**src/rtl/counter_pkg.sv**
```systemverilog
// Shared constants and helpers for the parametrised counter family.
package counter_pkg;

  localparam logic DIR_UP    = 1'b1;
  localparam logic DIR_DN    = 1'b0;
  localparam int   CNT_W_DEF = 4;

  // Highest value reached before wrapping: MODULO-1, or all-ones for natural wrap.
  function automatic logic [31:0] calc_last(input int w, input longint m);
    logic [63:0] full;
    logic [63:0] mm;
    full = (64'd1 << w) - 64'd1;
    mm   = m - 64'd1;
    return (m != 0) ? mm[31:0] : full[31:0];
  endfunction

endpackage

```
**src/rtl/param_counter_next.sv**
```systemverilog
// Combinational successor/predecessor values and terminal-count decode.
module param_counter_next
  import counter_pkg::*;
#(
  parameter int     WIDTH  = CNT_W_DEF,
  parameter longint MODULO = 0
) (
  input  logic [WIDTH-1:0] q,
  input  logic             dir,
  output logic [WIDTH-1:0] next_up,
  output logic [WIDTH-1:0] next_dn,
  output logic             tc
);

  localparam logic [31:0]      LAST32 = calc_last(WIDTH, MODULO);
  localparam logic [WIDTH-1:0] LAST   = LAST32[WIDTH-1:0];

  // ">=" so an out-of-range loaded value still wraps to zero on the next up count.
  always_comb begin
    next_up = (q >= LAST) ? '0 : q + 1'b1;
    next_dn = (q == '0) ? LAST : q - 1'b1;
    tc      = (dir == DIR_UP) ? (q == LAST) : (q == '0);
  end

endmodule

```
**src/rtl/param_counter.sv**
```systemverilog
// Loadable, clearable, cascadable counter with optional modulus.
// Define COUNTER_DOWN_EN to add the UP_DN port and down counting.
module param_counter
  import counter_pkg::*;
#(
  parameter int     WIDTH  = CNT_W_DEF,
  parameter longint MODULO = 0
) (
  input  logic             CLK,
  input  logic             RST,
  input  logic             CLR_N,
  input  logic [WIDTH-1:0] DIN,
  input  logic             ENB_LD,
  input  logic             ENB_CNT,
  input  logic             ENB_T,
`ifdef COUNTER_DOWN_EN
  input  logic             UP_DN,
`endif
  output logic [WIDTH-1:0] Q,
  output logic             TC,
  output logic             CO
);

  logic             dir;
  logic [WIDTH-1:0] q_r;
  logic [WIDTH-1:0] next_up;
  logic [WIDTH-1:0] next_dn;
  logic             tc_w;

`ifdef COUNTER_DOWN_EN
  assign dir = UP_DN;
`else
  assign dir = DIR_UP;
`endif

  param_counter_next #(
    .WIDTH  (WIDTH),
    .MODULO (MODULO)
  ) u_next (
    .q       (q_r),
    .dir     (dir),
    .next_up (next_up),
    .next_dn (next_dn),
    .tc      (tc_w)
  );

  // Clear beats load beats count; both clear and load ignore the enables.
  always_ff @(posedge CLK or negedge RST) begin
    if (!RST)                  q_r <= '0;
    else if (!CLR_N)           q_r <= '0;
    else if (!ENB_LD)          q_r <= DIN;
    else if (ENB_CNT && ENB_T) q_r <= (dir == DIR_UP) ? next_up : next_dn;
  end

  assign Q  = q_r;
  assign TC = tc_w;
  assign CO = tc_w & ENB_T;

endmodule

```
**config.mk**
```make
export PLATFORM = sky130hd
export DESIGN_NAME = param_counter
export DESIGN_NICKNAME = d
export VERILOG_FILES = /design/src/rtl/counter_pkg.sv /design/src/rtl/param_counter_next.sv /design/src/rtl/param_counter.sv
export SDC_FILE = /design/constraint.sdc
export NUM_CORES = 1
export LEC_CHECK = 0
export CORE_AREA = 2 2 39 41
export CTS_CLUSTER_SIZE = 8
export DETAILED_ROUTE_END_ITERATION = 8
export DIE_AREA = 0 0 41 43
export HOLD_SLACK_MARGIN = 0.05
export PLACE_DENSITY = 0.66
export SLEW_MARGIN = 10
export SYNTH_ARGS = -nofsm -noshare
export SYNTH_HDL_FRONTEND = slang
export SYNTH_HIERARCHICAL = 1
export SYNTH_SLANG_ARGS = --single-unit
```
**constraint.sdc**
```tcl
create_clock -name CLK -period 4.35 [get_ports CLK]
set_clock_uncertainty 0.2 [all_clocks]
set_input_delay 0.6525 -clock CLK [delete_from_list [all_inputs] [get_ports CLK]]
set_output_delay 0.6525 -clock CLK [all_outputs]
set_load 0.02 [all_outputs]
```
# Word level (Yosys, flattened, before mapping)
# Index checks and enable logic that the tools add are counted.
[op_classes]
n_addsub = 1
n_mul = 0
n_div = 0
n_lt_le_gt_ge = 1
eq_ne = 2
shift = 0
muxes = 4
bitwise = 1
n_reduce_logical = 1
[op_table]
columns = ["operator", "n"]
rows = [
  ["$mux 4", 4],
  ["$add 4x1->4 const B", 1],
  ["$eq 4x4->1 const B", 1],
  ["$ge 4x4->1 const B", 1],
  ["$ne 3x2->1 const B", 1],
  ["$and 1x1->1", 1],
  ["$logic_and 1x1->1", 1],
]
[totals]
reg_bits = 4
latchBits = 0
ramBits = 0
mem_bits_ro = 0
in_bits = 10
elab_cells = 11
memories = 0

# Logic depth before layout (Yosys ltp)
# Gate-level depths: netlist (run 1).
[depth]
word_depth = 5
ltp_mapped = 6
ltp_nobuf = 6

# Cells and area by module
# The synthesis (run 1) kept the hierarchy.
[modules_own_cells]
columns = ["mod", "instances", "cells_per_inst", "area_per_inst_um2", "seq_area_each_um2"]
rows = [
  ["param_counter", 1, 21, 245.2, 100.1],
  ["param_counter_next", 1, 22, 163.9, 0.0],
]

# Worst setup path before layout (run 1)
# Ideal clock, no wire load.
[synth_path]
kind = "reg2out"
from = "register q_r[0], in the netlist Q[0]"
to = "output CO"
arrival_ps = 1503
required_time_ps = 3497
path_slack_ps = 1995
path_stages_with_launch = 5
path_buffers = 0
path_cell_list = "dfrtp_1 ha_1 nand4_1 o21ai_0 and2_1"
[synth_between]
elab_chain_len = 2
[synth_lines]
columns = ["item", "line_no", "text"]
rows = [
  ["start: declaration", "param_counter.sv:25", "logic [WIDTH-1:0] q_r;"],
  ["start signal: assignment", "param_counter.sv:52", "else if (ENB_CNT && ENB_T) q_r <= (dir == DIR_UP) ? next_up : next_dn;"],
  ["$eq 4x4->1", "param_counter_next.sv:22", "tc = (dir == DIR_UP) ? (q == LAST) : (q == '0);"],
  ["via TC", "param_counter.sv:20", "output logic TC,"],
  ["$and 1x1->1", "param_counter.sv:57", "assign CO = tc_w & ENB_T;"],
  ["end: declaration", "param_counter.sv:21", "output logic CO"],
]
# The timed path passes the listed nets, and every way through them passes these cells.

# Worst setup path after layout (run 1)
[layout_path]
from = "register q_r[0], in the netlist Q[0]"
to = "output CO"
[layout_between]
elab_chain_len = 2
[layout_lines]
columns = ["item", "line_no"]
rows = [
  ["$eq 4x4->1", "param_counter_next.sv:22"],
  ["$and 1x1->1", "param_counter.sv:57"],
]
# No other way between the ends.

==> impl_results.md, run 1 <==
- Final Core Density: 38.70%
- Synth-to-Final Area Change: 48.10%
- Hold Violations, Final: 0
- Longest Clk Path Bufs: 2
- Kind of launch point of the worst setup path: flop
- Initial Utilization: 26.13%
- Number of buffers added to fix hold violations after cts: 0
- Fmax: 366.9 MHz
- Total chip power: 0.0001464 W
- Clock Sinks: 4
- Routed wire length per instance: 9.391 um
- Switch Pwr: 0.00004207 W
- Number of endpoints failing setup at the final stage: 0
- Reg-to-reg setup timing slack: 2.53 ns
- Share of total power in combinational logic: 36.8%
- Sum Neg Setup Slack: 0 ns
- Number of max-slew violations in the final report: 0
- # nets final: 67
- Post-synthesis instance area: 361.6 um^2
- Largest net degree at the start of global routing: 9
- PwrDens: 273.3 nW/um^2
- Element type at the critical path end: output port
- CTS resizes: 0
- Routed WL: 648 um
- Root Buffer: sky130_fd_sc_hd__clkbuf_4
- Total Die Area: 1763 um^2
- Cell Area, Placed: 513.0 um^2
- Global-route usage over all layers: 9.495%
- Post-route design area: 535.5 um^2
- Global-route wire length before repair: 1104 um
- Number of post-CTS setup repair buffers: 0
- Buffers on Ports: 15
- Cts bufs inserted: 3
- Capturing point of the worst reg2reg path: Q[3]
- Crit share post-route: 62.66%
- Clock latency reported for the late side of the worst-skew pair: 0.23 ns
- Crit-path max FO: 7
- Vias after detailed routing: 296
- CTS H-tree depth: 1
- Tightest Hold Check Type: in2async
- Flip-flop count of the largest register, all copies and words added: 4
- Final critical path time including I/O delays and setup: 2.726 ns
- CTS tree: yes
- Number of diodes added for antenna fixing: 0
- Fraction of final layout cells sized beyond drive strength 1: 18.87%
- Routability congestion estimate from global placement: 0.6786
- Required @ worst endpoint: 3.50 ns
- Worst-case reg-to-reg path depth: 6
- Vias in the first global route: 296
- Die Height: 43 um
- Number of top-level pins: 16
- Std cell rows: 14
- Internal power summed over all cells: 0.0001043 W
- Per-cell via count in the routed design: 4.290
- Number of design-rule violations left by the first detailed-router iteration: 1
- IR Drop Worst-Case VDD: 0.1393 mV
- Number of iterations in the first detailed-routing pass: 2
- Remaining Overflow, GRT: 0
- Warnings, synthesis: 6
- Total DRC errors in the routed layout: 0
- Source of the worst register-to-register timing path: Q[0]
- Result of the run: complete, no violations
- Count of antenna-violating nets left after detailed routing: 0
- Post-synthesis average cell area: 10.04 um^2
- Switching share of power: 28.74%
- Floorplan Core Area: 1384 um^2
- Unrepaired setup endpoints after global routing: false
- Sequential power share: 33.5%
- Gate Count Post-Synth: 36
- Clock power frac: 29.7%
- Die span in x: 41 um
- Number of max-cap violations: 0
- Start-to-end type of the worst setup path: reg2out
- Clock input transition at the sequential cells of the worst setup and hold paths: 0.03 ns
- Half-perimeter wire length of the detailed placement result: 549.8 um
- Data arrival time of the worst path: 1.87 ns
- Number of antenna violations at the first check in global routing: 0
- Reported leakage power: 0.2410 nW
## stage by stage
step           std cells  setup WS, ns  hold slack [ns]
3_3_place_gp          66         1.671           0.4246
3_5_place_dp          66         1.668           0.4224
4_1_cts               69         1.613           0.4199
6_report              69         1.624           0.4235
2_1_floorplan         37         2.047           0.1569
5_1_grt               69         1.515           0.4195
## worst max path at each step
stage,start,end,slack (ns),cells after the start
2_1_floorplan,Q[0],CO,2.05,4
3_3_place_gp,ENB_T,CO,1.67,3
3_5_place_dp,ENB_T,CO,1.67,3
4_1_cts,Q[0],CO,1.61,5
5_1_grt,Q[0],CO,1.52,5
6_report,Q[0],CO,1.62,5
## routing by layer
| layer | track usage, % | part of all wire, % | vias up |
|---|---|---|---|
| met3 | 1.571 | 6.8 | 0 |
| met5 | 0 | 0 | - |
| met1 | 11.48 | 42 | 128 |
| li1 | - | - | 159 |
| met4 | 8.000 | 0 | 0 |
| met2 | 13.75 | 51 | 9 |
## cells in the final DEF (no fill, tap or decap), drive strengths merged, types with 2 or more instances in the layout
| master | count |
|---|---|
| clkbuf | 3 |
| clkdlybuf4s50 | 15 |
| conb | 2 |
| dfrtp | 4 |
| ha | 2 |
| inv | 3 |
| mux2 | 4 |
| mux2i | 4 |
| nand2 | 2 |
| nor2b | 4 |
## power groups by stage
stage / Combinational, W / Clock, W / Sequential (W)
4_1_cts: 0.0000548 / 0.0000464 / 0.0000490
5_1_grt: 0.0000596 / 0.0000504 / 0.0000502
3_3_place_gp: 0.0000542 / 0 / 0.0000497
3_5_place_dp: 0.0000546 / 0 / 0.0000495
6_report: 0.0000538 / 0.0000435 / 0.0000491
2_1_floorplan: 0.0000285 / 0 / 0.0000527
## critical path, stage by stage, from the launching register on
cell                              delay (ns)
sky130_fd_sc_hd__dfrtp_1                0.43
sky130_fd_sc_hd__ha_1                   0.27
sky130_fd_sc_hd__nand4_1                0.10
sky130_fd_sc_hd__o21ai_0                0.11
sky130_fd_sc_hd__and2_1                 0.15
sky130_fd_sc_hd__clkdlybuf4s50_1        0.59
## layout make-up
type,instances,area (um^2)
multi-input cells,28,231.5
fillers,153,848.3
repair buffers,15,150.1
well taps,16,20.02
flip-flops and latches,4,100.1
inverters,3,11.26
clock buffers,3,22.52
(Power assumes the default switching activity.)
==> inputs of run 2 (changes only) <==
Clock period 4.35 ns to 2.6 ns, I/O delays scaled along.
==> run 2 against run 1 <==
Effect of this change:
- clock power rose by 71%
- highest routed layer unchanged
- non-clock buffer count did not move
- register-to-register slack got worse by 1.7 ns
- first-iteration DRC count fell by 100%
- largest power group unchanged
- critical endpoint unchanged
- flip-flop and latch count did not move
- setup slack got worse by 1.5 ns
- worst hold slack got worse by 0.27 ns
- global-route usage rose by 0.39 points
- clock-buffer cell count did not move
- sequential share of layout area did not move
==> impl_results.md, run 2 (same netlist as run 1, synthesis figures left out) <==
- CTS H-tree depth: 1 (unchanged)
- Root Buffer: sky130_fd_sc_hd__clkbuf_4
- Number of antenna violations at the first check in global routing: 0 (unchanged)
- Number of iterations in the first detailed-routing pass: 1 (-1)
- Number of endpoints failing setup at the final stage: 0 (unchanged)
- Clock input transition at the sequential cells of the worst setup and hold paths: 0.04 ns (about the same)
- Synth-to-Final Area Change: 48.10% (unchanged)
- Worst-case reg-to-reg path depth: 6 (unchanged)
- Routed WL: 696 um (+7.4%)
- Tightest Hold Check Type: in2async
- Cell Area, Placed: 513.0 um^2 (unchanged)
- Count of antenna-violating nets left after detailed routing: 0 (unchanged)
- Reg area: 100.1 um^2 (unchanged)
- Start-to-end type of the worst setup path: reg2out
- Initial Utilization: 26.13% (unchanged)
- CTS tree: yes
- Number of design-rule violations left by the first detailed-router iteration: 0 (-1)
- Vias after detailed routing: 305 (+3.0%)
- Crit share post-route: 94.77%
- # nets final: 67 (unchanged)
- Global-route usage over all layers: 9.889% (+0.39 points)
- IR Drop Worst-Case VDD: 0.2260 mV (+62%)
- GR Layer Usage met1: 9.804% (-1.7 points)
- Floorplan Core Area: 1384 um^2 (unchanged)
- Largest net degree at the start of global routing: 9 (unchanged)
- Clock latency reported for the late side of the worst-skew pair: 0.23 ns (about the same)
- Kind of launch point of the worst setup path: flop
- Cts bufs inserted: 3 (unchanged)
- Buffers on Ports: 15 (unchanged)
- Vias in the first global route: 287 (-3.0%)
- Data arrival time of the worst path: 1.87 ns (about the same)
- GRT Max-Usage Layer: met2
- Routability congestion estimate from global placement: 0.6425 (-5.3%)
- CTS resizes: 0 (unchanged)
- Clock Sinks: 4 (unchanged)
- Remaining Overflow, GRT: 0 (unchanged)
- Hold Violations, Final: 0 (unchanged)
- Unrepaired setup endpoints after global routing: false
- Reported leakage power: 0.2410 nW (unchanged)
- Worst-case hold slack: 0.1558 ns (-0.2677 ns)
- Filler instances: 158 (+3.3%)
- Area taken by multi-input logic gates: 231.5 um^2 (unchanged)
- Number of max-cap violations: 0 (unchanged)
- Number of post-CTS setup repair buffers: 0 (unchanged)
- Number of top-level pins: 16 (unchanged)
- Total DRC errors in the routed layout: 0 (unchanged)
- Per-cell via count in the routed design: 4.420 (+3.0%)
- Global-route wire length before repair: 1131 um (+2.4%)
- Number of max-slew violations in the final report: 0 (unchanged)
- Longest Clk Path Bufs: 2 (unchanged)
- Routed wire length per instance: 10.09 um (+7.4%)
- Total Die Area: 1763 um^2 (unchanged)
- Required @ worst endpoint: 2.01 ns (-1.49 ns)
- Number of diodes added for antenna fixing: 0 (unchanged)
- Die span in x: 41 um (unchanged)
- Most frequent standard cell in the layout excluding fill and tap cells: sky130_fd_sc_hd__clkdlybuf4s50_1
- Fmax: 405.9 MHz
- Crit-path max FO: 7 (unchanged)
- Std cell rows: 14 (unchanged)
- PwrDens: 460.3 nW/um^2 (+68%)
- Commonest cells after routing, fill and taps aside: 15 x sky130_fd_sc_hd__clkdlybuf4s50_1, 4 x sky130_fd_sc_hd__dfrtp_1, 4 x sky130_fd_sc_hd__mux2i_1, 4 x sky130_fd_sc_hd__nor2b_1, 4 x sky130_fd_sc_hd__mux2_2
- Element type at the critical path end: output port
- Half-perimeter wire length of the detailed placement result: 590.5 um (+7.4%)
- Flip-flop count of the largest register, all copies and words added: 4 (unchanged)
- Global routing met2 resource utilization: 15.63% (+1.9 points)
- Met3 track demand over resource: 1.571% (unchanged)
- Fraction of final layout cells sized beyond drive strength 1: 18.87% (unchanged)
- Final critical path time including I/O delays and setup: 2.464 ns
- Sum Neg Setup Slack: 0 ns (unchanged)
- Number of buffers added to fix hold violations after cts: 0 (unchanged)
- Post-route design area: 535.5 um^2 (unchanged)
- Result of the run: complete, no violations
- Die Height: 43 um (unchanged)
[run 2: cell counts in the layout (fill, tap and decap cells not counted)]
No cell type changed its count.
[run 2: path summary, 6_finish.rpt]
kind | startpoint | end | slack (ns)
max | Q[0] | CO | 0.14
max in group asynchronous | RST | Q[0] | 1.89
min | RST | Q[2] | 0.16
min in group CLK | Q[1] | Q[1] | 0.44
max reg2reg | Q[0] | Q[3] | 0.78
min reg2reg | Q[1] | Q[1] | 0.44
[run 2: power breakdown]
part / switching, W / internal, W
logic: 0.0000366 / 0.0000534
clock network: 0.0000227 / 0.0000515
registers: 0.0000126 / 0.0000697
total: 0.0000719 / 0.000175
[run 2: stage by stage]
stage	power (W)	setup WS, ns	cells	util [%]
after floorplan	0.0001359	0.5591	37	-
final	0.0002465	0.1360	69	38.70
after global routing	0.0002640	0.01626	69	38.70
after CTS	0.0002543	0.1065	69	38.70
after global placement	0.0001735	0.3781	66	37.07
after detailed placement	0.0001746	0.3630	66	37.07
[run 2: final cells by class]
class	count	share of cell area (%)
Timing Repair Buffer	15	28.04
Sequential cell	4	18.69
Inverter	3	2.103
Multi-Input combinational cell	28	43.22
Clock buffer	3	4.206
Tap cell	16	3.738
[run 2: worst max-delay path: stages (launching register included)]
cell                              delay [ns]
sky130_fd_sc_hd__dfrtp_1                0.43
sky130_fd_sc_hd__ha_1                   0.27
sky130_fd_sc_hd__nand4_1                0.11
sky130_fd_sc_hd__o21ai_0                0.10
sky130_fd_sc_hd__and2_1                 0.15
sky130_fd_sc_hd__clkdlybuf4s50_1        0.59
[run 2: layer usage]
layer  share of wire, %  vias up
met5                  0        -
met4                  0        0
met3                6.0        0
met2                 58        9
met1                 36      141
li1                   -      155
